===== src/rtl/linear_layer_srl_fifo_pkg.sv =====
// Shared constants and width helper for the SRL FIFO.
// Imported by the storage array and the FIFO control top.
package linear_layer_srl_fifo_pkg;

   // Active level of the HLS request and clock-enable qualifiers
   localparam logic REQ_ACTIVE = 1'b1;
   localparam logic CE_ACTIVE  = 1'b1;

   // Bits needed to count 0..depth inclusive
   function automatic int FIFO_CNT_W(input int depth);
      return $clog2(depth + 1);
   endfunction

endpackage


===== src/rtl/linear_layer_srl_fifo_shiftreg.sv =====
// SRL storage: shift-in at entry 0, random-access read.
// Holds data only; occupancy lives in the FIFO control.
module linear_layer_srl_fifo_shiftreg
   import linear_layer_srl_fifo_pkg::*;
#(
   parameter int DATA_WIDTH = 1,
   parameter int ADDR_WIDTH = 1,
   parameter int DEPTH      = 2
) (
   input  logic                  clk,
   input  logic                  we,
   input  logic [ADDR_WIDTH-1:0] addr,
   input  logic [DATA_WIDTH-1:0] din,
   output logic [DATA_WIDTH-1:0] dout
);

   logic [DATA_WIDTH-1:0] srl_q [DEPTH];
   logic [DATA_WIDTH-1:0] srl_d [DEPTH];

   // Shift every entry up by one and insert the new word at entry 0
   always_comb begin
      srl_d = srl_q;
      if (we) begin
         srl_d[0] = din;
         for (int i = 1; i < DEPTH; i++) begin
            srl_d[i] = srl_q[i-1];
         end
      end
   end

   // Storage array, deliberately not reset
   always_ff @(posedge clk) begin
      srl_q <= srl_d;
   end

   // Read mux; addresses beyond DEPTH-1 return zero
   always_comb begin
      dout = '0;
      for (int i = 0; i < DEPTH; i++) begin
         if (addr == ADDR_WIDTH'(i)) begin
            dout = srl_q[i];
         end
      end
   end

endmodule


===== src/rtl/linear_layer_srl_fifo.sv =====
// SRL FIFO with a registered head stage between PE tasks.
// Capacity is DEPTH words in the SRL plus one in the head.
module linear_layer_srl_fifo
   import linear_layer_srl_fifo_pkg::*;
#(
   parameter int DATA_WIDTH = 1,
   parameter int ADDR_WIDTH = 1,
   parameter int DEPTH      = 2
) (
   input  logic                  clk,
   input  logic                  reset,
   input  logic                  if_write_ce,
   input  logic                  if_write,
   input  logic [DATA_WIDTH-1:0] if_din,
   output logic                  if_full_n,
   input  logic                  if_read_ce,
   input  logic                  if_read,
   output logic [DATA_WIDTH-1:0] if_dout,
   output logic                  if_empty_n,
   output logic [ADDR_WIDTH+1:0] if_num_data_valid
);

   localparam int CW = ADDR_WIDTH + 1;
   localparam logic [CW-1:0] CNT_DEPTH = CW'(DEPTH);
   localparam logic [CW-1:0] CNT_ONE = CW'(1);
   localparam logic [ADDR_WIDTH-1:0] ADDR_ONE = ADDR_WIDTH'(1);

   generate
      if (DEPTH < 1 || (2 ** ADDR_WIDTH) < DEPTH ||
          FIFO_CNT_W(DEPTH) > CW) begin : g_bad_params
         $error("linear_layer_srl_fifo: bad DEPTH/ADDR_WIDTH");
      end
   endgenerate

   logic [CW-1:0]         cnt_q, cnt_d;
   logic                  out_valid_q, out_valid_d;
   logic [DATA_WIDTH-1:0] dout_q, dout_d;
   logic [DATA_WIDTH-1:0] srl_dout;
   logic [ADDR_WIDTH-1:0] rd_addr;
   logic                  full_n;
   logic                  push, pop, load;

   // Qualify requests and pick the oldest SRL entry
   always_comb begin
      full_n  = (cnt_q != CNT_DEPTH);
      push    = (if_write == REQ_ACTIVE) &
                (if_write_ce == CE_ACTIVE) & full_n;
      pop     = (if_read == REQ_ACTIVE) &
                (if_read_ce == CE_ACTIVE) & out_valid_q;
      load    = (cnt_q != '0) & (~out_valid_q | pop);
      rd_addr = cnt_q[ADDR_WIDTH-1:0] - ADDR_ONE;
   end

   // Occupancy and head-register next state
   always_comb begin
      cnt_d       = cnt_q;
      out_valid_d = out_valid_q;
      dout_d      = dout_q;
      if (push & ~load) begin
         cnt_d = cnt_q + CNT_ONE;
      end else if (load & ~push) begin
         cnt_d = cnt_q - CNT_ONE;
      end
      if (load) begin
         out_valid_d = 1'b1;
         dout_d      = srl_dout;
      end else if (pop) begin
         out_valid_d = 1'b0;
      end
   end

   // Control state with synchronous reset
   always_ff @(posedge clk) begin
      if (reset) begin
         cnt_q       <= '0;
         out_valid_q <= 1'b0;
         dout_q      <= '0;
      end else begin
         cnt_q       <= cnt_d;
         out_valid_q <= out_valid_d;
         dout_q      <= dout_d;
      end
   end

   linear_layer_srl_fifo_shiftreg #(
      .DATA_WIDTH (DATA_WIDTH),
      .ADDR_WIDTH (ADDR_WIDTH),
      .DEPTH      (DEPTH)
   ) u_srl (
      .clk  (clk),
      .we   (push & ~reset),
      .addr (rd_addr),
      .din  (if_din),
      .dout (srl_dout)
   );

   assign if_full_n         = full_n;
   assign if_empty_n        = out_valid_q;
   assign if_dout           = dout_q;
   assign if_num_data_valid = {1'b0, cnt_q} + {{CW{1'b0}}, out_valid_q};

endmodule


===== config.mk =====
export PLATFORM = sky130hd
export DESIGN_NAME = linear_layer_srl_fifo
export DESIGN_NICKNAME = d
export VERILOG_FILES = /design/src/rtl/linear_layer_srl_fifo_pkg.sv /design/src/rtl/linear_layer_srl_fifo_shiftreg.sv /design/src/rtl/linear_layer_srl_fifo.sv
export SDC_FILE = /design/constraint.sdc
export NUM_CORES = 1
export LEC_CHECK = 0
export ABC_AREA = 1
export BUFFER_PORTS_ARGS = -buffer_cell sky130_fd_sc_hd__buf_4
export CELL_PAD_IN_SITES_DETAIL_PLACEMENT = 0
export CELL_PAD_IN_SITES_GLOBAL_PLACEMENT = 1
export CORE_AREA = 4 4 41 43
export DETAILED_ROUTE_END_ITERATION = 7
export DIE_AREA = 0 0 45 47
export PLACE_DENSITY_LB_ADDON = 0.1
export RECOVER_POWER = 25
export SLEW_MARGIN = 25
export SYNTH_ARGS = -nofsm -noshare
export SYNTH_HDL_FRONTEND = slang
export SYNTH_HIERARCHICAL = 1
export SYNTH_SLANG_ARGS = --single-unit

===== constraint.sdc =====
create_clock -name clk -period 4.03 [get_ports clk]
set_clock_uncertainty 0.15 [all_clocks]
set_input_delay 0.6045 -clock clk [delete_from_list [all_inputs] [get_ports clk]]
set_output_delay 0.6045 -clock clk [all_outputs]
set_load 0.05 [all_outputs]

# Word level (Yosys, flattened, before mapping)
# Index checks and enable logic that the tools add are counted.
# op_classes
addsub,4
eq_ne,1
mux,5
bitwise_logic,13
n_reduce_logical,3
# op_table
operator,count
$and A1 B1 Y1,8
$reduce_bool A2 Y1,3
$mux W2,2
$not A1 Y1,4
$add A2 B1 Y3,1
$mux W1,3
$add A2 B1 Y2 const B,1
$ne A2 B2 Y1 const B,1
$sub A2 B1 Y2 const B,1
$or A1 B1 Y1,1
$sub A1 B1 Y1 const B,1
# word_totals
reg_bits,6
output_inout_bits,6

# Depth between registers and ports, before layout
# Gate-level depths: netlist (run 1).
# logic_depth
ltp_word,7
ltp_mapped,10

# Hierarchy
# Netlist (run 1), hierarchy kept.
# modules_own_cells
mod,n_inst,cells_each,area_per_inst_um2,seq_area_each_um2
linear_layer_srl_fifo,1,36,251.5,80.1
linear_layer_srl_fifo_shiftreg,1,6,75.1,60.1

# Worst setup path before layout (run 1)
# OpenSTA, ideal clock, no wires.
# synth_path
kind,register to output
startpoint,reg out_valid_q (netlist: if_empty_n)
endpoint,out if_num_data_valid[2]
t_arrival_ps,1306
required_ps,3276
path_slack_ps,1969
stages_incl_launch_ff,3
cell_sequence,dfxtp_1 ha_1 ha_1
# synth_between
elab_chain_len,1
# synth_lines
item,line,text
"start, declared",linear_layer_srl_fifo.sv:36,"logic out_valid_q, out_valid_d;"
"start signal, assigned",linear_layer_srl_fifo.sv:80,out_valid_q <= out_valid_d;
$add A2 B1 Y3,linear_layer_srl_fifo.sv:100,"assign if_num_data_valid = {1'b0, cnt_q} + {{CW{1'b0}}, out_valid_q};"
"end, declared",linear_layer_srl_fifo.sv:20,output logic [ADDR_WIDTH+1:0] if_num_data_valid
# No other way between the ends.

# Worst setup path in the final report (run 1)
# layout_path
startpoint,reg cnt_q[0]
endpoint,out if_num_data_valid[1]
# layout_between
elab_chain_len,1
# layout_lines
item,line,text
"start, declared",linear_layer_srl_fifo.sv:35,"logic [CW-1:0] cnt_q, cnt_d;"
"start signal, assigned",linear_layer_srl_fifo.sv:79,cnt_q <= cnt_d;
$add A2 B1 Y3,linear_layer_srl_fifo.sv:100,
# No other way between the ends.

==> metrics.cfg, run 1 <==
[logic_synthesis]
synthDistinctLibCells=15
synth_compound_area_share_pct=7.280
syn-cell-area_sq_um=326.6
postSynthCellCount=42
synth_area_leaders=dfxtp_1 25%, edfxtp_1 18%, ha_1 11%, inv_1 10%, nand2_1 10%
muxShareOfSynthArea_pct=0
synthSimpleGateAreaFrac_pct=26.82
synthAdderAreaFrac_pct=11.49
synth-edff-count=2
async_flop_share_pct=0
synth-seq-cells=6
synth-xor-area-share_pct=0
yosys-top-cells-count=9 x inv_1, 9 x nand2_1, 4 x dfxtp_1
syn_avg_cell_area_sq_um=7.775
yosys_warnings=6
synth_top_cell_area_share_pct=24.52
ys_seq_area_share_pct=42.91
synth_top_family_by_area=simple AND/OR/NAND/NOR gates
ys.flop_type=dfxtp_1
synth_top_area_cell=dfxtp_1
syn-num-nets=52

[clock_tree]
cts.sinks=6
cts_made_buffers=3
cts.reportedPaths.clkPinSlew_ns=0.05
ctsResizeCount=0
ctsHtreeMaxLevel=1
clk_path_buf_depth=2
tritoncts=yes
clkLatencyLatePin_ns=0.24
cts-root-buf=clkbuf_4
post_cts_buffers=0
holdBufCountCts=0

[floorplan]
ioPinCount=13
die_area_sq_um=2115
die_w_um=45
rows=13
initial_core_util_pct=25.10
coreArea_sq_um=1301
die_h_um=47

[worst_hold_path]
hold_path.class=flop to flop

[power]
ir_worst_vdd_mv=0.2706
p_leak_nw=0.2445
p_total_mw=0.4132
p_per_area_nw_per_um2=899.8

[global_route]
grt_start_max_net_pins=7
overflow=0
grt_pass1_wl_um=1228
first_global_vias=305
antenna_found_initial=0
grt.total_usage_pct=8.320

[cells_and_area]
area_growth_pct=40.61
diodes=0
utilization_pct=35.29
final_cell_count_no_fill=73
final_nets=69
drive_gt1_share_pct=32.76

[placed_design]
place.gp.congestion=0.7484
hpwl_um=592.3
port_buffers=12
placed_cells=69
pre_cts_ws_ns=2.230

[setup_path]
crit_arrival_ns=1.23
critPathMaxFanout=4
worstPathRequired_ns=3.28
cp-end-kind=output pin
cp-start-kind=flop
worstSetupPathType=flop to output pin

[route]
routed_wl_um=690
firstDrtPassIters=2
postRouteAntennaNets=0
drc=0
routed_via_density=4.205
post_drt_wl_per_cell_um=9.452
drt_iter0_drc=11
vias=307

[sta]
rsz0062_at_grt=false
fin_ws_ns=2.044
setup_tns_ns=0
drv_slew=0
fin_crit_ns=1.986
finalSetupViolations=0
fmax_mhz=503.5
slew-limit-headroom_pct=69.17
worst_pin_slew_ns=0.4582
timing.final.crit_share_pct=49.29
finalHoldViolations=0

[run]
cap_violations=0

[outcome]
status=complete, no violations

sequential cells by signal, indices dropped and copies added, names as in the netlist:
register and flops:
cnt_q 2, if_dout 1, if_empty_n 1, u_srl/srl_q 2
layer usage:
layer	wire [um]	up-vias	part of all wire [%]	GRT usage [%]
li1	-	168	-	-
met1	334	126	48	10.78
met2	289	11	42	12.15
met3	58	2	8.4	2.299
met4	8	0	1.2	5.263
met5	0	-	0	0
worst max-delay path: stages (launching register included):
cell	delay (ns)
dfxtp_1	0.34
ha_1	0.19
ha_1	0.27
buf_4	0.19
worst paths after layout:
path                            cells after the start                     start                       end  slack, ns
worst max-delay path                                3     cnt_q[0]$_SDFFE_PP0P_      if_num_data_valid[1]       2.04
worst min-delay path                                0  u_srl/srl_q[1]$_DFFE_PP_  u_srl/srl_q[0]$_DFFE_PP_       0.31
worst max register to register                      8     cnt_q[1]$_SDFFE_PP0P_     cnt_q[1]$_SDFFE_PP0P_       2.50
worst min register to register                      0  u_srl/srl_q[1]$_DFFE_PP_  u_srl/srl_q[0]$_DFFE_PP_       0.31
where the power goes:
group / leakage [nW] / switching, mW / total, mW / internal (mW)
registers: 0.0514 / 0.0142 / 0.0954 / 0.0812
logic: 0.178 / 0.176 / 0.255 / 0.0790
clock network: 0.0150 / 0.0248 / 0.0625 / 0.0377
total: 0.244 / 0.215 / 0.413 / 0.198
stage by stage:
stage / hold WS [ns] / cell area (sq um)
floorplan: 0.2768 / 326.6
global placement: 0.2875 / 435.4
detailed placement: 0.2979 / 435.4
CTS: 0.3112 / 461.7
global route: 0.3240 / 459.2
finish: 0.3092 / 459.2
kinds of logic after synthesis:
family,after synthesis
DFF,6
and+or+nand+nor,19
AOI/OAI and AO/OA,4
buffers and inverters,10
adders and majority gates,3
cell type report:
class / instances / area, sq um
repair buffers: 12 / 90.09
fillers: 152 / 842.1
flip-flops and latches: 6 / 140.1
clock buffers: 4 / 26.28
well taps: 15 / 18.77
inverters: 10 / 37.54
multi-input cells: 26 / 146.4
cells in the final DEF (no fill, tap or decap), drive strengths merged:
cell    netlist  routed
nand2        12      12
buf           0      11
inv          10      10
clkbuf        0       5
dfxtp         4       4
ha            3       3
a21oi         3       3
nor2          2       2
nand3         2       2
edfxtp        2       2
nor3          1       1
nor4          1       1
o21ai         1       1
nand4         1       1
Note: power is estimated with default switching activity, not from simulation.
==> inputs of run 2 (changes only) <==
Settings changed: ABC_AREA 1 to 0.
Clock period 4.03 ns to 1.7 ns, I/O delays scaled along.
==> run 2 against run 1 <==
- die area stayed put
- non-clock buffer count is the same
- global-route usage fell by 0.13 points
- clock power rose by 130%
- sequential power grew to 2.6 times the previous value
- final area grew 6.8%
- synthesized area decreased by 6.9%
- critical path depth unchanged
- critical endpoint unchanged
- via count decreased by 12%
- sequential share of layout area decreased by 0.67 points
==> metrics.cfg, run 2 <==
[logic_synthesis]
postSynthCellCount=29
syn-cell-area_sq_um=304.0
ys_seq_area_share_pct=46.09
syn-num-nets=39
synthDistinctLibCells=16
ys.flop_type=dfxtp_1
async_flop_share_pct=0
synth_top_cell_area_share_pct=26.34
yosys_warnings=6
syn_avg_cell_area_sq_um=10.48
synth-seq-cells=6
yosysMostFrequentCell=dfxtp_1
yosys-top-cells-count=4 x dfxtp_1, 3 x a21oi_1, 3 x ha_1, 3 x o21ai_0
synth-edff-count=2
synth_top_area_cell=dfxtp_1
synth_area_leaders=dfxtp_1 26%, edfxtp_1 20%, ha_1 12%, xor2_1 5.8%, a21oi_1 4.9%

[sta]
holdWs_ns=0.04849
fmax_mhz=609.6
slew-limit-headroom_pct=84.89
worst_pin_slew_ns=0.2243
finalSetupViolations=0
fin_ws_ns=0.05960
drv_slew=0
fin_crit_ns=1.640
timing.final.crit_share_pct=96.49
finalHoldViolations=0

[route]
routed_via_density=4.483
post_drt_wl_per_cell_um=10.78
vias=269
drc=0
firstDrtPassIters=1
drt_iter0_drc=0
postRouteAntennaNets=0
routed_wl_um=647

[floorplan]
initial_core_util_pct=23.37
die_w_um=45
rows=13
coreArea_sq_um=1301
die_h_um=47
die_area_sq_um=2115
ioPinCount=13

[placed_design]
placed_cells=56
pre_cts_ws_ns=0.04939
place.gp.congestion=0.6641
port_buffers=12
hpwl_um=516.9

[cells_and_area]
diodes=0
final_cell_count_no_fill=60
layout_common_cells=10 x buf_4, 4 x clkbuf_4
reg_top3=cnt_q x2, u_srl/srl_q x2
utilization_pct=37.69
multi_input_area_sq_um=201.4
final_common_cell=buf_4
drive_gt1_share_pct=55.56
ff_latch_area_sq_um=146.4
fillers=142
final_nets=56
area_growth_pct=61.32

[clock_tree]
ctsHtreeMaxLevel=1
clkLatencyLatePin_ns=0.24
ctsResizeCount=0
clk_path_buf_depth=2
post_cts_buffers=0
cts.sinks=6
cts.reportedPaths.clkPinSlew_ns=0.05
tritoncts=yes
cts_made_buffers=3
holdBufCountCts=0
cts-root-buf=clkbuf_4

[power]
p_clk_share_pct=15.6
seqPwrFrac_pct=27.0
ir_worst_vdd_mv=0.7255
p_switching_mw=0.4203
p_leak_nw=0.2088
p_sw_share_pct=46.17
combPwrFrac_pct=57.4
p_per_area_nw_per_um2=1856
p_int_mw=0.4901

[global_route]
grt.total_usage_pct=8.188
grt_pass1_wl_um=1179
antenna_found_initial=0
first_global_vias=287
grt_start_max_net_pins=8
overflow=0

[outcome]
status=complete, no violations

[setup_path]
cp-end-kind=output pin
crit_arrival_ns=1.24
timing.rr.end=cnt_q[1]$_SDFFE_PP0P_
critPathMaxFanout=7
worstSetupPathType=flop to output pin
r2r_slack_ns=0.07
worstPathRequired_ns=1.29
r2r_start=cnt_q[0]$_SDFFE_PP0P_
reg2reg_depth=6
cp-start-kind=flop

[worst_hold_path]
min-delay-start=reset
holdPathStages=2
hold_path.class=input pin to flop
hold_end=cnt_q[1]$_SDFFE_PP0P_

[run]
cap_violations=0

## run 2: kinds of logic after synthesis
| group | share of synthesized area, % |
|---|---|
| AND/OR/NAND/NOR | 16.06 |
| AO/OA/AOI/OAI | 13.58 |
| flip-flops | 46.09 |
| adder cells (fa/ha/maj) | 12.35 |
| XOR/XNOR | 5.762 |
| buffers and inverters | 1.233 |
| multiplexers | 4.937 |
## run 2: worst max path at each step
stage,startpoint,to,slack (ns),cells after the start
after global placement,if_read,cnt_q[1]$_SDFFE_PP0P_,0.11,8
after global routing,cnt_q[0]$_SDFFE_PP0P_,cnt_q[1]$_SDFFE_PP0P_,-0.005,6
final,cnt_q[0]$_SDFFE_PP0P_,if_num_data_valid[1],0.06,3
after CTS,cnt_q[0]$_SDFFE_PP0P_,if_num_data_valid[1],0.03,3
after floorplan,if_empty_n$_SDFFE_PP0P_,cnt_q[1]$_SDFFE_PP0P_,0.03,5
after detailed placement,cnt_q[1]$_SDFFE_PP0P_,cnt_q[1]$_SDFFE_PP0P_,0.05,4
## run 2: metrics by stage
step / power, mW / setup TNS (ns) / cell area [sq um]
2_1_floorplan: 0.6245 / 0 / 335.3
3_3_place_gp: 0.7325 / 0 / 444.2
3_5_place_dp: 0.7500 / 0 / 444.2
4_1_cts: 0.8990 / 0 / 470.5
5_1_grt: 0.9961 / -0.004764 / 490.5
6_report: 0.9104 / 0 / 490.5
## run 2: critical path, stage by stage, from the launching register on
cell and delay (ns):
dfxtp_4 0.37, ha_1 0.21, ha_4 0.27, buf_6 0.14
## run 2: power groups by stage
stage               combinational, mW  sequential (mW)  clock (mW)
floorplan                       0.325            0.299           0
global placement                0.489            0.244           0
detailed placement              0.503            0.247           0
CTS                             0.506            0.243       0.150
global route                    0.577            0.254       0.165
finish                          0.523            0.246       0.142
## run 2: area by class of cell
class | count | share of cell area, %
repair buffers | 12 | 19.13
inverters | 1 | 0.7653
clock buffers | 4 | 5.357
multi-input cells | 22 | 41.07
well taps | 15 | 3.827
flip-flops and latches | 6 | 29.85
## run 2: routing by layer
layer  up-vias  global-route usage (%)  share of wire, %
li1        135                       -                 -
met1       121                   8.333                44
met2        13                   13.84                46
met3         0                   6.897                11
met4         0                       0                 0
met5         -                       0                 0
==> inputs of run 3 (changes only) <==
--- a/config.mk
+++ b/config.mk
@@ -10,7 +10,7 @@
 export CELL_PAD_IN_SITES_DETAIL_PLACEMENT = 0
 export CELL_PAD_IN_SITES_GLOBAL_PLACEMENT = 1
-export CORE_AREA = 4 4 41 43
+export CORE_AREA = 2 2 39 41
 export DETAILED_ROUTE_END_ITERATION = 7
-export DIE_AREA = 0 0 45 47
+export DIE_AREA = 0 0 41 43
 export PLACE_DENSITY_LB_ADDON = 0.1
 export RECOVER_POWER = 25
--- a/constraint.sdc
+++ b/constraint.sdc
@@ -3,3 +3,3 @@
 set_input_delay 0.255 -clock clk [delete_from_list [all_inputs] [get_ports clk]]
 set_output_delay 0.255 -clock clk [all_outputs]
-set_load 0.05 [all_outputs]
+set_load 0.005 [all_outputs]
==> run 3 against run 2 <==
- core utilization decreased by 2.2 points
- critical endpoint is now cnt_q[1]$_SDFFE_PP0P_
- clock power increased by 3%
- final area increased by 0.26%
- sequential share of layout area decreased by 1.1 points
- via count increased by 5.9%
- die area decreased by 17%
==> metrics.cfg, run 3 (synthesis results as in run 2) <==
[setup_path]
slowest_delay_ns=0.33
cp_slowest_cell=or3_1
r2r_slack_ns=0.03
timing.rr.end=cnt_q[1]$_SDFFE_PP0P_
startpoint=cnt_q[0]$_SDFFE_PP0P_
reg2reg_depth=6
r2r_start=cnt_q[0]$_SDFFE_PP0P_
crit_arrival_ns=1.70
cp-start-kind=flop
critPathBufInv=0
worstSetupPathType=flop to flop
path_delay_family=simple AND/OR/NAND/NOR gates
cp-end-kind=flop
worstPathRequired_ns=1.72
critPathMaxFanout=2
crit_chain=nand2b_1 > and3_4 > ha_1 > xor2_1 > or3_1 > a21oi_2

[clock_tree]
cts.reportedPaths.clkPinSlew_ns=0.05
clkLatencyLatePin_ns=0.24
ctsHtreeMaxLevel=1
cts.sinks=6
cts_made_buffers=3
holdBufCountCts=0
tritoncts=yes
clk_path_buf_depth=2
cts-root-buf=clkbuf_4
post_cts_buffers=0

[floorplan]
rows=14
initial_core_util_pct=21.97
die_area_sq_um=1763
coreArea_sq_um=1384
die_w_um=41
die_h_um=43
ioPinCount=13

[sta]
slew-limit-headroom_pct=86.75
drv_slew=0
rsz0062_at_grt=true
holdWs_ns=0.06095
finalHoldViolations=0
fmax_mhz=598.7
worst_pin_slew_ns=0.1966
fin_crit_ns=1.670
setup_tns_ns=0
timing.final.crit_share_pct=98.26
finalSetupViolations=0

[power]
ir_worst_vdd_mv=0.5667
p_total_mw=0.7209
p_per_area_nw_per_um2=1466
p_leak_nw=0.2174

[route]
postRouteAntennaNets=0
vias=285
post_drt_wl_per_cell_um=10.83
routed_wl_um=693
firstDrtPassIters=2
routed_via_density=4.453
drc=0
drt_iter0_drc=5

[global_route]
first_global_vias=282
grt_start_max_net_pins=7
overflow=0
grt_pass1_wl_um=1062
grt.total_usage_pct=9.366
antenna_found_initial=0

[run]
cap_violations=0

[worst_hold_path]
hold_path.class=input pin to flop
min-delay-start=if_din
holdPathStages=1
hold_end=u_srl/srl_q[1]$_DFFE_PP_

[cells_and_area]
utilization_pct=35.53
final_nets=59
layout_common_cells=13 x buf_4, 4 x clkbuf_4, 3 x dfxtp_1
fillers=164
reg_top3=cnt_q x2, u_srl/srl_q x2
diodes=0
area_growth_pct=61.73
drive_gt1_share_pct=52.08
final_common_cell=buf_4

[outcome]
status=complete, no violations

[placed_design]
hpwl_um=555.9
port_buffers=12
place.gp.congestion=0.6717

[run 3: changes by cell type in the layout (fill, tap and decap cells not counted)]
cell | previous run | this run
dfxtp_2 | 2 | 1
dfxtp_1 | 1 | 3
ha_2 | 0 | 1
nand2b_1 | 0 | 1
dfxtp_4 | 1 | 0
buf_4 | 10 | 13
ha_4 | 2 | 1
nand2b_4 | 1 | 0
[run 3: metrics by stage]
step / std cells / area (sq um) / setup slack, ns
2_1_floorplan: 29 / 304.0 / 0.01227
6_report: 64 / 491.7 / 0.02963
4_1_cts: 64 / 466.7 / 0.01681
5_1_grt: 64 / 491.7 / -0.03484
3_5_place_dp: 60 / 436.7 / 0.04647
3_3_place_gp: 60 / 436.7 / 0.08168
[run 3: area by class of cell]
type	instances	area, sq um	area share, %
inverters	1	3.754	0.7634
repair buffers	15	116.4	23.66
flip-flops and latches	6	141.4	28.75
multi-input cells	22	183.9	37.40
well taps	16	20.02	4.071
clock buffers	4	26.28	5.344
[run 3: worst max-delay path by stage]
stage / slack [ns] / cells past startpoint / endpoint
floorplan: 0.01 / 5 / cnt_q[1]$_SDFFE_PP0P_
global placement: 0.08 / 6 / cnt_q[1]$_SDFFE_PP0P_
CTS: 0.02 / 6 / cnt_q[1]$_SDFFE_PP0P_
detailed placement: 0.05 / 6 / cnt_q[1]$_SDFFE_PP0P_
finish: 0.03 / 6 / cnt_q[1]$_SDFFE_PP0P_
global route: -0.03 / 6 / cnt_q[1]$_SDFFE_PP0P_
[run 3: layer usage]
| metal | vias to the layer above | share of wire, % | global-route usage, % |
|---|---|---|---|
| met4 | 0 | 0 | 6.000 |
| met5 | - | 0 | 0 |
| met1 | 133 | 41 | 9.740 |
| met2 | 10 | 51 | 14.06 |
| met3 | 0 | 8.1 | 4.712 |
| li1 | 142 | - | - |
[run 3: repair_timing]
| action | CTS | global route |
|---|---|---|
| gates resized for setup | 1 | 6 |
| setup endpoints to repair | 1 | 2 |
| pin swaps | 0 | 1 |
[run 3: where the power goes]
part	internal, mW	leakage, nW	switching (mW)	total, mW
logic	0.210	0.151	0.153	0.363
clock network	0.0893	0.0150	0.0571	0.146
registers	0.188	0.0517	0.0232	0.211
total	0.487	0.217	0.233	0.721
